==> src/rtl/fifo_sync_param.sv <==
// fifo_sync_param: parametrised single-clock FIFO with registered read port, thresholds and sticky errors
module fifo_sync_param #(
  parameter int DATA_WIDTH = 12,
  parameter int ADDR_WIDTH = 3,
  parameter int CNT_WIDTH  = ADDR_WIDTH + 1
) (
  input  logic                  clk,
  input  logic                  Reset,
  input  logic                  Enable,
  input  logic                  write_enable,
  input  logic                  read_enable,
  input  logic [DATA_WIDTH-1:0] FIFO_data_in,
  input  logic [CNT_WIDTH-1:0]  umbral_bajo,
  input  logic [CNT_WIDTH-1:0]  umbral_alto,
  input  logic                  clear_errors,
  output logic [DATA_WIDTH-1:0] FIFO_data_out,
  output logic                  FIFO_data_valid,
  output logic [CNT_WIDTH-1:0]  FIFO_count,
  output logic                  FIFO_empty,
  output logic                  FIFO_full,
  output logic                  FIFO_almost_empty,
  output logic                  FIFO_almost_full,
  output logic                  FIFO_overflow,
  output logic                  FIFO_underflow
);
  localparam int DEPTH = 2 ** ADDR_WIDTH;

  logic [DATA_WIDTH-1:0] mem [DEPTH];
  logic [ADDR_WIDTH-1:0] wr_ptr, rd_ptr;
  logic rd_acc, wr_acc, wr_rej, rd_rej;

  // Occupancy alone decides full/empty, so pointers may wrap freely.
  assign FIFO_empty        = FIFO_count == '0;
  assign FIFO_full         = FIFO_count == CNT_WIDTH'(DEPTH);
  assign FIFO_almost_empty = !FIFO_empty && (FIFO_count <= umbral_bajo);
  assign FIFO_almost_full  = !FIFO_full && (FIFO_count >= umbral_alto);

  // A write into a full FIFO is legal only when a read frees a slot in the same cycle.
  assign rd_acc = Enable && read_enable && !FIFO_empty;
  assign wr_acc = Enable && write_enable && (!FIFO_full || rd_acc);
  assign wr_rej = Enable && write_enable && !wr_acc;
  assign rd_rej = Enable && read_enable && !rd_acc;

  // Storage is never cleared; a write coinciding with reset is dropped.
  always_ff @(posedge clk)
    if (wr_acc && !Reset) mem[wr_ptr] <= FIFO_data_in;

  // Pointers, count, registered read port and sticky error flags.
  always_ff @(posedge clk)
    if (Reset) begin
      wr_ptr          <= '0;
      rd_ptr          <= '0;
      FIFO_count      <= '0;
      FIFO_data_out   <= '0;
      FIFO_data_valid <= 1'b0;
      FIFO_overflow   <= 1'b0;
      FIFO_underflow  <= 1'b0;
    end else begin
      FIFO_data_valid <= rd_acc;
      if (wr_acc) wr_ptr <= wr_ptr + ADDR_WIDTH'(1);
      if (rd_acc) begin
        rd_ptr        <= rd_ptr + ADDR_WIDTH'(1);
        FIFO_data_out <= mem[rd_ptr];
      end
      if (wr_acc != rd_acc)
        FIFO_count <= wr_acc ? FIFO_count + CNT_WIDTH'(1) : FIFO_count - CNT_WIDTH'(1);
      FIFO_overflow  <= wr_rej || (FIFO_overflow && !clear_errors);
      FIFO_underflow <= rd_rej || (FIFO_underflow && !clear_errors);
    end
endmodule
==> config.mk <==
export PLATFORM = sky130hd
export DESIGN_NAME = fifo_sync_param
export DESIGN_NICKNAME = d
export VERILOG_FILES = /design/src/rtl/fifo_sync_param.sv
export SDC_FILE = /design/constraint.sdc
export NUM_CORES = 1
export LEC_CHECK = 0
export CORE_MARGIN = 2
export CORE_UTILIZATION = 40
export CTS_CLUSTER_SIZE = 24
export DETAILED_ROUTE_END_ITERATION = 8
export GPL_ROUTABILITY_DRIVEN = 0
export MAX_ROUTING_LAYER = met4
export SYNTH_ARGS = -nofsm -noshare
export SYNTH_HDL_FRONTEND = slang
export SYNTH_SLANG_ARGS = --single-unit
==> constraint.sdc <==
create_clock -name clk -period 3.08 [get_ports clk]
set_input_delay 0.462 -clock clk [delete_from_list [all_inputs] [get_ports clk]]
set_output_delay 0.462 -clock clk [all_outputs]
set_load 0.05 [all_outputs]
# Word-level counts from Yosys, hierarchy flattened
# Memories as Yosys holds them, arrays and structs flattened. A register that Yosys moved wholly into a read port is not among the register bits.
# Cells that the tools add are included.
# word_totals
regBits,13
mem_bits_rw,96
wordCells,39
memories,1
# op_classes
addsub,4
n_lt_le_gt_ge,2
eq_ne,2
mux,3
reduce_logical,21
# mem_list
name,words,word_bits,rd,rd_clocked_by_memory_dff,write_ports,line,text
mem,8,12,1,1,1,28,logic [DATA_WIDTH-1:0] mem [DEPTH];
# op_table
cell,n
1-bit logical AND,11
3-bit by 1-bit adder with 3-bit output (second input constant),2
1-bit logical NOT,6
4-bit by 1-bit adder with 4-bit output (second input constant),1
4-bit == test (second input constant),1
4-bit >= comparator,1
4-bit <= comparator,1
4-bit logical NOT,1
4-bit two-way mux,1
4-bit by 1-bit subtractor with 4-bit output (second input constant),1
1-bit logical OR,3
1-bit two-way mux,2
1-bit inequality test,1

# Logic depth before layout (Yosys ltp)
# logic_depth
word_depth,8
mapped_depth,8

# Worst setup path before layout
# OpenSTA, ideal clock, no wires.
# synth_path
kind,register to register
startpoint,register FIFO_count[0]
endpoint,"memory mem[0][0], enable pin"
arrival_time_ns,2.584
t_required_ns,2.663
setup_slack_ns,0.079
stages_incl_launch_ff,4
period_less_slack_ns,3.001
cell_sequence,dfxtp_1 > or4b_4 > o211ai_4 > nor4b_1
# synth_between
elab_chain_len,8
elab_cells_between_ends,10
classes_between,1 x eq/ne; 2 x mux; 7 x reduce/logical
# synth_lines
item,line,text
start: declaration,18,"output logic [CNT_WIDTH-1:0] FIFO_count,"
start signal: assignment,66,FIFO_count <= wr_acc ? FIFO_count + CNT_WIDTH'(1) : FIFO_count - CNT_WIDTH'(1);
4-bit logical NOT,33,assign FIFO_empty = FIFO_count == '0;
1-bit logical NOT,39,assign rd_acc = Enable && read_enable && !FIFO_empty;
1-bit logical AND,39,
1-bit logical OR (*),40,assign wr_acc = Enable && write_enable && (!FIFO_full || rd_acc);
1-bit logical AND (*),40,
1-bit logical AND (*),46,if (wr_acc && !Reset) mem[wr_ptr] <= FIFO_data_in;
1-bit two-way mux (*),46,
1-bit two-way mux (not written as such) (*),46,
end: declaration,28,
# Mark *: on every way between the ends. The rest lies on a longest branch, timed or not.

# Final worst setup path
# layout_path
startpoint,register FIFO_count[0]
endpoint,output FIFO_full
# layout_between
elab_chain_len,1
# layout_lines
item,line,text
4-bit == test,34,assign FIFO_full = FIFO_count == CNT_WIDTH'(DEPTH);
end: declaration,20,"output logic FIFO_full,"
# No other way between the ends.

==> results.cfg <==
[run_status]
status = completed

[floorplan]
start_util_pct = 40.9
die_x_um = 115
chipHeight_um = 115
dieArea_um2 = 13100
core_um2 = 12000
rows = 40
io_pins = 49

[hold_path]
whs_path_depth = 2
hp-class = flop to flop
whs_endpoint = FIFO_underflow
worstHoldStart = FIFO_underflow

[global_route]
grt_first_pass_wirelength_um = 14900
antenna_found_initial = 0
gr-total-overflow = 0
grtUsageTotal_pct = 16.2
grt_max_degree = 24
grt_pass1_vias = 2686

[setup_path]
cp_max_fo = 8
reg2reg_slack_ps = 480
cpPeakStageDelay_ps = 800
worstPathArrival_ps = 2330
end_kind = output pin
r2r-start = FIFO_count[0]
r2r_end = FIFO_count[3]
required_ps = 2620
reg2regPathDepth = 8
worstSetupStartpointType = flop
slowest_stage = clkdlybuf4s50_1
path_cells = or4b_4 > inv_1 > clkdlybuf4s50_1
path_class = flop to output pin

[sta]
slew_violations = 0
setup_viol = 0
post-route-period-util_pct = 90.8
fin_skew_ps = 6.12
fmax_mhz = 358
rsz0062_at_grt = false
fin_crit_ps = 2800
worst_pin_slew_ps = 911
finalSetupTns_ps = 0
hold_viol_final = 0
relSlewSlack_pct = 39.2

[clock_network]
insertion_delay_ps = 410
htreeDepth = 4
ctsResizeCount = 0
cts_tree = yes
cts_buffers = 17
cts_setup_buffers = 0
root_buffer = clkbuf_16
postCtsHoldBufs = 0
clk_path_buf_depth = 2
clk_pin_slew_worst_paths_ps = 60
clock-sinks = 121

[layout]
fin_util_pct = 52.6
final_nets = 396
syn2layout_area_growth_pct = 28.4
antenna_cells = 0
drive_gt1_share_pct = 21.9

[synthesis]
synthesis.area_um2 = 4900
async_reset_ff_share_pct = 0
ys.flop_type = edfxtp_1
synth_area_leader_cell = edfxtp_1
synth_edf_count = 96
seq_area_frac_synth_pct = 69.1
synth-seq-cells = 121
ys.warnings.count = 0
yosys.area.top_type_share_pct = 58.9
synthTopCellsByCount = edfxtp_1, nor2_1, dfxtp_1
synth.distinct_cells = 34
synth_cells = 290
synthesis.nets = 329
yosysMostFrequentCell = edfxtp_1
synth_area_per_cell_um2 = 16.9
yosys-top-cells-area = edfxtp_1, mux4_2, dfxtp_1, ha_1, mux2i_1

[flow_run]
drv_cap = 0

[route]
remaining_drc_errors = 0
wirelength_um = 9350
vias = 2669
wl_per_cell_um = 18.1
drt_pass1_iterations = 4
ant_nets = 0
viasPerCell = 5.16
drtIter0Drc = 126

[place]
dpl.hpwl_um = 5730
port_buffers = 48

[power]
leakage_nw = 2.11
power_density_nw_per_um2 = 756
power_mw = 4.75
ir_drop_mv = 0.316
## layout make-up
type,count,area [um^2]
clock buffers,18,429
clock inverters,14,181
fillers,982,5670
inverters,10,37.5
multi-input cells,143,1440
flip-flops and latches,121,3380
well taps,147,184
repair buffers,64,633
## state kept, by name, indices dropped and copies added, names as in the netlist
name,count
mem,96
FIFO_data_out,12
FIFO_count,4
rd_ptr,3
wr_ptr,3
FIFO_data_valid,1
FIFO_overflow,1
FIFO_underflow,1
## power by group
part / internal (mW) / leakage, nW / total, mW / switching, mW
Sequential: 1.82 / 1.07 / 1.87 / 0.0494
Clock: 1.34 / 0.287 / 2.03 / 0.688
Combinational: 0.370 / 0.759 / 0.854 / 0.484
## critical path: cells and delay by family (launching register included)
kind	cells	cell delay, ps
and+or+nand+nor	1	620
buffers and inverters	2	910
DFF	1	400
## cell families after synthesis
logic type | share of synthesized area (%)
compound gates | 4.37
buf+inv | 2.15
simple gates | 5.57
mux | 14.1
fa+ha+maj | 3.47
xor+xnor | 1.25
flops | 69.1
## cell usage in the layout (no fill, tap or decap), types with 2 or more instances in the layout
cell type	instances
buf_4	15
nor2b_1	2
clkdlybuf4s50_1	46
ha_1	12
a21oi_1	3
nor3_1	4
xnor2_1	5
clkinvlp_4	4
bufinv_16	4
nor4_2	2
nor3_2	3
clkinv_1	2
dfxtp_1	25
xor2_1	2
clkinv_2	3
inv_1	10
mux4_2	24
o21ai_0	3
edfxtp_1	96
mux2i_1	15
a211oi_1	14
a21o_1	3
nand2b_1	2
nor2_1	31
clkbuf_16	17
buf_12	3
nand2_1	5
## worst max-delay path by stage
stage / start / endpoint / cells past startpoint
after detailed placement: read_enable / FIFO_count[3] / 8
after global routing: FIFO_count[0] / FIFO_count[3] / 8
after global placement: read_enable / FIFO_count[3] / 8
final: FIFO_count[0] / FIFO_full / 3
after floorplan: FIFO_count[0] / mem[0][0] / 3
after CTS: FIFO_count[0] / FIFO_full / 3
## per-stage QoR
stage | hold slack [ps] | instance area, um^2 | worst slack, ps | cells
finish | 485 | 6290 | 284 | 517
global route | 521 | 6290 | 202 | 517
CTS | 493 | 6290 | 257 | 517
detailed placement | 480 | 5680 | 397 | 485
global placement | 478 | 5680 | 457 | 485
floorplan | 560 | 4900 | 78.6 | 290
## per-layer routing
| metal | track usage, % | part of all wire [%] | vias up |
|---|---|---|---|
| li1 | - | - | 1271 |
| met2 | 26.1 | 51 | 57 |
| met3 | 4.29 | 3.9 | 10 |
| met5 | - | 0 | - |
| met4 | 6.59 | 1.4 | 0 |
| met1 | 19.4 | 44 | 1331 |
Power figures use the tool's default switching activity.
